==> src/rtl/game_board_if.sv <==
// game_board_if: shared move bus from the turn owner plus board/referee status back to it
interface game_board_if;
  logic [3:0]      update_loc;
  logic            submit;
  logic            new_game;
  logic [8:0][1:0] board_state;
  logic            turn;
  logic [3:0]      move_count;
  logic [1:0]      winner;
  logic            game_over;
  logic            move_err;
  modport master (
    output update_loc, submit, new_game,
    input  board_state, turn, move_count, winner, game_over, move_err
  );
  modport slave (
    input  update_loc, submit, new_game,
    output board_state, turn, move_count, winner, game_over, move_err
  );
endinterface

==> src/rtl/game_board.sv <==
// game_board: authoritative tic-tac-toe referee committing legal moves, detecting win/draw and passing the turn
module game_board #(
  parameter logic FIRST_TURN    = 1'b0,
  parameter int   SETTLE_CYCLES = 2
) (
  input logic        clk,
  input logic        rst,
  game_board_if.slave bus
);
  typedef enum logic [1:0] {S_SETTLE, S_WAIT, S_CHECK, S_OVER} state_t;
  localparam logic [1:0] CELL_X = 2'b01;
  localparam logic [1:0] CELL_O = 2'b10;
  localparam logic [7:0] SETTLE_LOAD = 8'(SETTLE_CYCLES);
  state_t          r_state, w_state;
  logic [7:0]      r_cnt, w_cnt;
  logic [8:0][1:0] r_board, w_board;
  logic [3:0]      r_count, w_count;
  logic [1:0]      r_winner, w_winner;
  logic            r_turn, w_turn, r_err, w_err, r_armed, w_armed;
  logic            r_submit_q, r_new_game_q;
  logic            w_sub, w_ng, w_sub_edge, w_ng_edge, w_loc_ok, w_legal, w_enter_settle;
  logic [3:0]      w_idx;
  logic [1:0]      w_sym;

  function automatic logic has_line(input logic [8:0][1:0] b, input logic [1:0] s);
    logic [8:0] m;
    for (int i = 0; i < 9; i++) m[i] = b[i] == s;
    return (&m[2:0]) | (&m[5:3]) | (&m[8:6]) |
           (m[0] & m[3] & m[6]) | (m[1] & m[4] & m[7]) | (m[2] & m[5] & m[8]) |
           (m[0] & m[4] & m[8]) | (m[2] & m[4] & m[6]);
  endfunction

  // a floating or unknown strobe is treated as deasserted
  assign w_sub      = bus.submit === 1'b1;
  assign w_ng       = bus.new_game === 1'b1;
  assign w_sub_edge = w_sub & ~r_submit_q & r_armed;
  assign w_ng_edge  = w_ng & ~r_new_game_q;
  assign w_sym      = r_turn ? CELL_O : CELL_X;
  assign w_loc_ok   = bus.update_loc <= 4'd8;
  assign w_idx      = w_loc_ok ? bus.update_loc : 4'd0;
  assign w_legal    = w_loc_ok && r_board[w_idx] == 2'b00;

  // next-state: new_game outranks everything, then the per-state referee rules
  always_comb begin
    w_state  = r_state;
    w_cnt    = r_cnt;
    w_board  = r_board;
    w_count  = r_count;
    w_winner = r_winner;
    w_turn   = r_turn;
    w_err    = 1'b0;
    if (w_ng_edge) begin
      w_state  = S_SETTLE;
      w_cnt    = SETTLE_LOAD;
      w_board  = '0;
      w_count  = 4'd0;
      w_winner = 2'b00;
      w_turn   = FIRST_TURN;
    end else begin
      case (r_state)
        S_SETTLE: begin
          w_state = r_cnt == 8'd0 ? S_WAIT : S_SETTLE;
          w_cnt   = r_cnt == 8'd0 ? r_cnt : r_cnt - 8'd1;
        end
        S_WAIT: if (w_sub_edge) begin
          if (w_legal) begin
            w_board[w_idx] = w_sym;
            w_count        = r_count + 4'd1;
            w_state        = S_CHECK;
          end else w_err = 1'b1;
        end
        S_CHECK: begin
          if (has_line(r_board, w_sym)) begin
            w_winner = w_sym;
            w_state  = S_OVER;
          end else if (r_count == 4'd9) begin
            w_winner = 2'b11;
            w_state  = S_OVER;
          end else begin
            w_turn  = ~r_turn;
            w_cnt   = SETTLE_LOAD;
            w_state = S_SETTLE;
          end
        end
        default: ;
      endcase
    end
  end

  // arming requires submit to be seen low after each handover into SETTLE
  assign w_enter_settle = w_state == S_SETTLE && (r_state != S_SETTLE || w_ng_edge);
  assign w_armed        = w_enter_settle ? 1'b0 : (w_sub ? r_armed : 1'b1);

  // state and datapath registers
  always_ff @(posedge clk or posedge rst) begin
    if (rst) begin
      r_state      <= S_SETTLE;
      r_cnt        <= SETTLE_LOAD;
      r_board      <= '0;
      r_count      <= 4'd0;
      r_winner     <= 2'b00;
      r_turn       <= FIRST_TURN;
      r_err        <= 1'b0;
      r_armed      <= 1'b0;
      r_submit_q   <= 1'b0;
      r_new_game_q <= 1'b0;
    end else begin
      r_state      <= w_state;
      r_cnt        <= w_cnt;
      r_board      <= w_board;
      r_count      <= w_count;
      r_winner     <= w_winner;
      r_turn       <= w_turn;
      r_err        <= w_err;
      r_armed      <= w_armed;
      r_submit_q   <= w_sub;
      r_new_game_q <= w_ng;
    end
  end

  assign bus.board_state = r_board;
  assign bus.turn        = r_turn;
  assign bus.move_count  = r_count;
  assign bus.winner      = r_winner;
  assign bus.game_over   = r_state == S_OVER;
  assign bus.move_err    = r_err;
endmodule

==> src/flat_wrapper.sv <==
// flat-port wrapper written by rule: the top's interface ports become plain ports
module game_board_flat 
#(
  parameter logic FIRST_TURN    = 1'b0,
  parameter int   SETTLE_CYCLES = 2
)
  (clk, rst, bus_update_loc, bus_submit, bus_new_game, bus_board_state, bus_turn, bus_move_count, bus_winner, bus_game_over, bus_move_err);
  game_board_if bus_i ();
  input logic clk;
  input logic rst;
  input wire logic [$bits(bus_i.update_loc)-1:0] bus_update_loc;
  input wire logic [$bits(bus_i.submit)-1:0] bus_submit;
  input wire logic [$bits(bus_i.new_game)-1:0] bus_new_game;
  output wire logic [$bits(bus_i.board_state)-1:0] bus_board_state;
  output wire logic [$bits(bus_i.turn)-1:0] bus_turn;
  output wire logic [$bits(bus_i.move_count)-1:0] bus_move_count;
  output wire logic [$bits(bus_i.winner)-1:0] bus_winner;
  output wire logic [$bits(bus_i.game_over)-1:0] bus_game_over;
  output wire logic [$bits(bus_i.move_err)-1:0] bus_move_err;
  assign bus_i.update_loc = bus_update_loc;
  assign bus_i.submit = bus_submit;
  assign bus_i.new_game = bus_new_game;
  assign bus_board_state = bus_i.board_state;
  assign bus_turn = bus_i.turn;
  assign bus_move_count = bus_i.move_count;
  assign bus_winner = bus_i.winner;
  assign bus_game_over = bus_i.game_over;
  assign bus_move_err = bus_i.move_err;
  game_board #(.FIRST_TURN(FIRST_TURN), .SETTLE_CYCLES(SETTLE_CYCLES)) u_core (.clk(clk), .rst(rst), .bus(bus_i));
endmodule
==> config.mk <==
export PLATFORM = sky130hd
export DESIGN_NAME = game_board_flat
export DESIGN_NICKNAME = d
export VERILOG_FILES = /design/src/rtl/game_board_if.sv /design/src/rtl/game_board.sv /design/src/flat_wrapper.sv
export SDC_FILE = /design/constraint.sdc
export NUM_CORES = 1
export LEC_CHECK = 0
export CORE_MARGIN = 1
export CORE_UTILIZATION = 45
export CTS_BUF_LIST = sky130_fd_sc_hd__clkbuf_8
export DETAILED_ROUTE_END_ITERATION = 7
export GPL_ROUTABILITY_DRIVEN = 0
export PLACE_DENSITY = 0.74
export SLEW_MARGIN = 20
export SYNTH_ARGS = -nofsm -noshare
export SYNTH_HDL_FRONTEND = slang
export SYNTH_SLANG_ARGS = --single-unit
==> constraint.sdc <==
create_clock -name clk -period 2.44 [get_ports clk]
set_clock_uncertainty 0.15 [all_clocks]
set_input_delay 0.488 -clock clk [delete_from_list [all_inputs] [get_ports clk]]
set_output_delay 0.488 -clock clk [all_outputs]
set_load 0.05 [all_outputs]
==> run summary <==
================================================================================
Number of distinct library cells after synthesis ..................           54
Most used cells in the layout excluding fill and tap cells ........ sky130_fd_sc_hd__dfrtp_1, sky130_fd_sc_hd__nor2_1, sky130_fd_sc_hd__clkdlybuf4s50_1
Area share of the leading cell type in the synthesized netlist ....        42.6%
Result of the run ................................................. finished clean
Comb power frac ...................................................        27.6%
Smallest setup slack after layout .................................     0.182 ns
Proportion of layout cells with a drive suffix above 1 ............        12.8%
Synth area leaders ................................................ sky130_fd_sc_hd__dfrtp_1, sky130_fd_sc_hd__nor2_1, sky130_fd_sc_hd__a21oi_1
Power density over the cells ......................................   594 nW/µm²
Wire length of the first global-routing pass ......................      8750 µm
Number of diodes added for antenna fixing .........................            0
Worst hold path class ............................................. flop to flop
Highest attainable clock frequency ................................      443 MHz
Number of DRC violations after detailed routing ...................            0
DIE HEIGHT ........................................................      72.4 µm
Endpoint arrival time on the critical path ........................      2.28 ns
Most common cell after layout, fill and taps aside ................ sky130_fd_sc_hd__dfrtp_1
Max-cap viol count ................................................            0
Post-DR vias/cell .................................................         5.51
Number of input and output port buffers inserted ..................           34
Worst slew pin tran ...............................................     0.501 ns
Placed wire-length estimate .......................................      3800 µm
Proportion of power drawn by the clock network ....................        24.9%
Starting DRT DRC Count ............................................          118
Required time at the worst-slack endpoint .........................      2.46 ns
Count of mapped cells out of synthesis ............................          248
Worst-case headroom to the max-slew limit .........................        66.5%
Highest net fanout along the worst path ...........................           12
Worst Setup Start Kind ............................................    input pin
H-tree levels .....................................................            2
Total CTS buffers .................................................            5
Path type of the worst setup path ................................. input pin to flop
Wire length reported by the detailed router .......................      5120 µm
Number of buffers inserted by hold repair at cts ..................            0
Main flop type after synthesis .................................... sky130_fd_sc_hd__dfrtp_1
CTS tree ..........................................................         done
Antenna Nets Post-Route ...........................................            0
Static Leak .......................................................      1.22 nW
Mean Syn Cell Area ................................................     9.00 µm²
Reg power frac ....................................................        47.5%
Number of synthesized flops with an enable pin ....................            0
Fraction of the cycle the final worst path needs ..................        92.5%
Fraction of power spent switching nets ............................        33.7%
Net switching component of the power ..............................   0.000564 W
Cell Int Power ....................................................    0.00111 W
Net count of the finished layout ..................................          307
Fin. max-slew vios ................................................            0
Final count of negative-setup-slack endpoints .....................            0
Setup tns final ...................................................         0 ns
Pin count of the biggest net entering global routing ..............           40
Total routing resource utilization after global routing ...........        21.7%
Number of antenna violations at the first check in global routing .            0
Maximum clock insertion buffer count ..............................            2
Standard cell core area ...........................................     4750 µm²
CTS sink count ....................................................           39
Origin of the worst setup path .................................... bus_update_loc[0]
Element type at the critical path end .............................         flop
Site row count ....................................................           25
Worst vdd rail ir drop ............................................       417 µV
Register bit total from synthesis .................................           39
Minimum clock period after layout .................................      2.26 ns
Clock-pin slew on the worst setup and hold paths ..................      0.08 ns
Clk Latency, worst-skew pair ......................................      0.29 ns
Starting density of the core ......................................        46.9%
Area growth from synthesis to layout ..............................        26.1%
Worst Min Path Start .............................................. u_core.bus.winner[0]$_DFFE_PP0P_
Dominant cell type by area after synthesis ........................ sky130_fd_sc_hd__dfrtp_1
Via count .........................................................         2005
Syn. warnings .....................................................            0
Pre-CTS setup slack ...............................................    -0.171 ns
Sum of internal, switching and leakage power ......................    0.00167 W
Number of fillers in the final layout .............................          444
Number of global-route vias before repair .........................         1832
Fraction of the yosys area taken by sequential cells ..............        43.8%
Horizontal die dimension ..........................................      72.4 µm
Share of async-settable or async-resettable flops after synthesis .         100%
Post-Syn Nets .....................................................          259
Synthesized area ..................................................     2230 µm²
Endpoints failing hold ............................................            0
Number of primary I/O pins ........................................           35
CTS root buffer ................................................... sky130_fd_sc_hd__clkbuf_8
Total die area ....................................................     5250 µm²
Worst reg2reg path startpoint ..................................... u_core.bus.turn$_DFFE_PP0P_
Detail-routed net length per standard cell ........................      14.1 µm
Gr ovfl total .....................................................            0
First-pass DRT Iterations .........................................            4
================================================================================
metrics by stage:
stage	area (µm²)	cells	util [%]	hold WS [ns]
after floorplan	2230	248	-	0.349
after global placement	2720	356	57.3	0.365
after detailed placement	2720	356	57.3	0.367
after CTS	2810	364	59.1	0.379
after global routing	2820	364	59.2	0.399
final	2820	364	59.2	0.371
cell usage after synthesis (all sizes together), types with 2 or more instances:
library cell / count
clkbuf: 6
nor3: 9
or2: 3
buf: 4
inv: 13
a21oi: 17
a22o: 3
a31oi: 4
o22ai: 8
a211oi: 3
a41oi: 2
nor4: 2
nor2b: 3
mux2i: 3
o21ai: 17
nor3b: 5
nand4: 2
or3b: 4
nor2: 36
and3b: 2
a21boi: 2
o21bai: 2
nand2b: 10
and3: 3
ha: 3
dfrtp: 38
nand2: 15
nand3b: 5
nand3: 4
o32ai: 2
kinds of logic after synthesis:
group | count (synthesis) | synth area share, %
XOR/XNOR | 2 | 0.785
buffers and inverters | 23 | 4.65
flip-flops | 39 | 43.8
multiplexers | 3 | 1.35
AND/OR/NAND/NOR | 111 | 27.4
AO/OA/AOI/OAI | 67 | 20.4
adder cells (fa/ha/maj) | 3 | 1.68
critical path: stages:
cell                              delay, ns
sky130_fd_sc_hd__clkdlybuf4s50_1       0.52
sky130_fd_sc_hd__or2b_1                0.28
sky130_fd_sc_hd__o21ai_0               0.17
sky130_fd_sc_hd__and4b_1               0.26
sky130_fd_sc_hd__o21a_4                0.28
sky130_fd_sc_hd__a41oi_1               0.22
sky130_fd_sc_hd__nor2_1                0.06
state kept, by name (all words and copies together) (netlist names):
register	cells
u_core.bus.board_state	18
u_core.r_state	2
u_core.r_new_game_q	1
u_core.bus.winner	2
u_core.bus.move_err	1
u_core.r_submit_q	1
u_core.r_armed	1
u_core.bus.turn	1
u_core.bus.move_count	4
u_core.r_cnt	8
power by group through the flow:
stage / logic, W / registers [W] / clock network, W
after detailed placement: 0.000462 / 0.000805 / 0
after global routing: 0.000519 / 0.000807 / 0.000463
after floorplan: 0.000324 / 0.000803 / 0
after global placement: 0.000446 / 0.000803 / 0
final: 0.000462 / 0.000794 / 0.000416
after CTS: 0.000464 / 0.000793 / 0.000428
path summary, 6_finish.rpt:
| path | cells past startpoint | endpoint | slack (ns) |
|---|---|---|---|
| min reg2reg | 2 | u_core.bus.winner[0]$_DFFE_PP0P_ | 0.37 |
| min in group asynchronous | 3 | u_core.bus.board_state[3]$_DFFE_PP0P_ | 0.46 |
| max reg2reg | 7 | u_core.r_cnt[1]$_DFFE_PP1P_ | 0.22 |
| max | 7 | u_core.bus.board_state[16]$_DFFE_PP0P_ | 0.18 |
| max in group asynchronous | 3 | u_core.r_cnt[1]$_DFFE_PP1P_ | 1.32 |
| min | 2 | u_core.bus.winner[0]$_DFFE_PP0P_ | 0.37 |
timing repair:
action	in CTS	in global routing
endpoints found under the setup margin	0	6
gates resized for setup	0	2
buffers inserted	0	0
area by class of cell:
class,instances,area (µm²),area share (%)
Sequential cell,39,977,34.7
Timing Repair Buffer,51,465,16.5
Tap cell,67,83.8,2.98
Inverter,13,48.8,1.73
Clock buffer,5,68.8,2.44
Clock inverter,3,16.3,0.578
Multi-Input combinational cell,186,1150,41.0
layer usage:
layer | track usage (%) | vias up | share of wire, %
li1 | - | 986 | -
met1 | 29.2 | 967 | 48
met2 | 35.3 | 47 | 46
met3 | 4.72 | 5 | 4.8
met4 | 6.10 | 0 | 1.2
met5 | 0 | - | 0
Note: power is estimated with default switching activity, not from simulation.
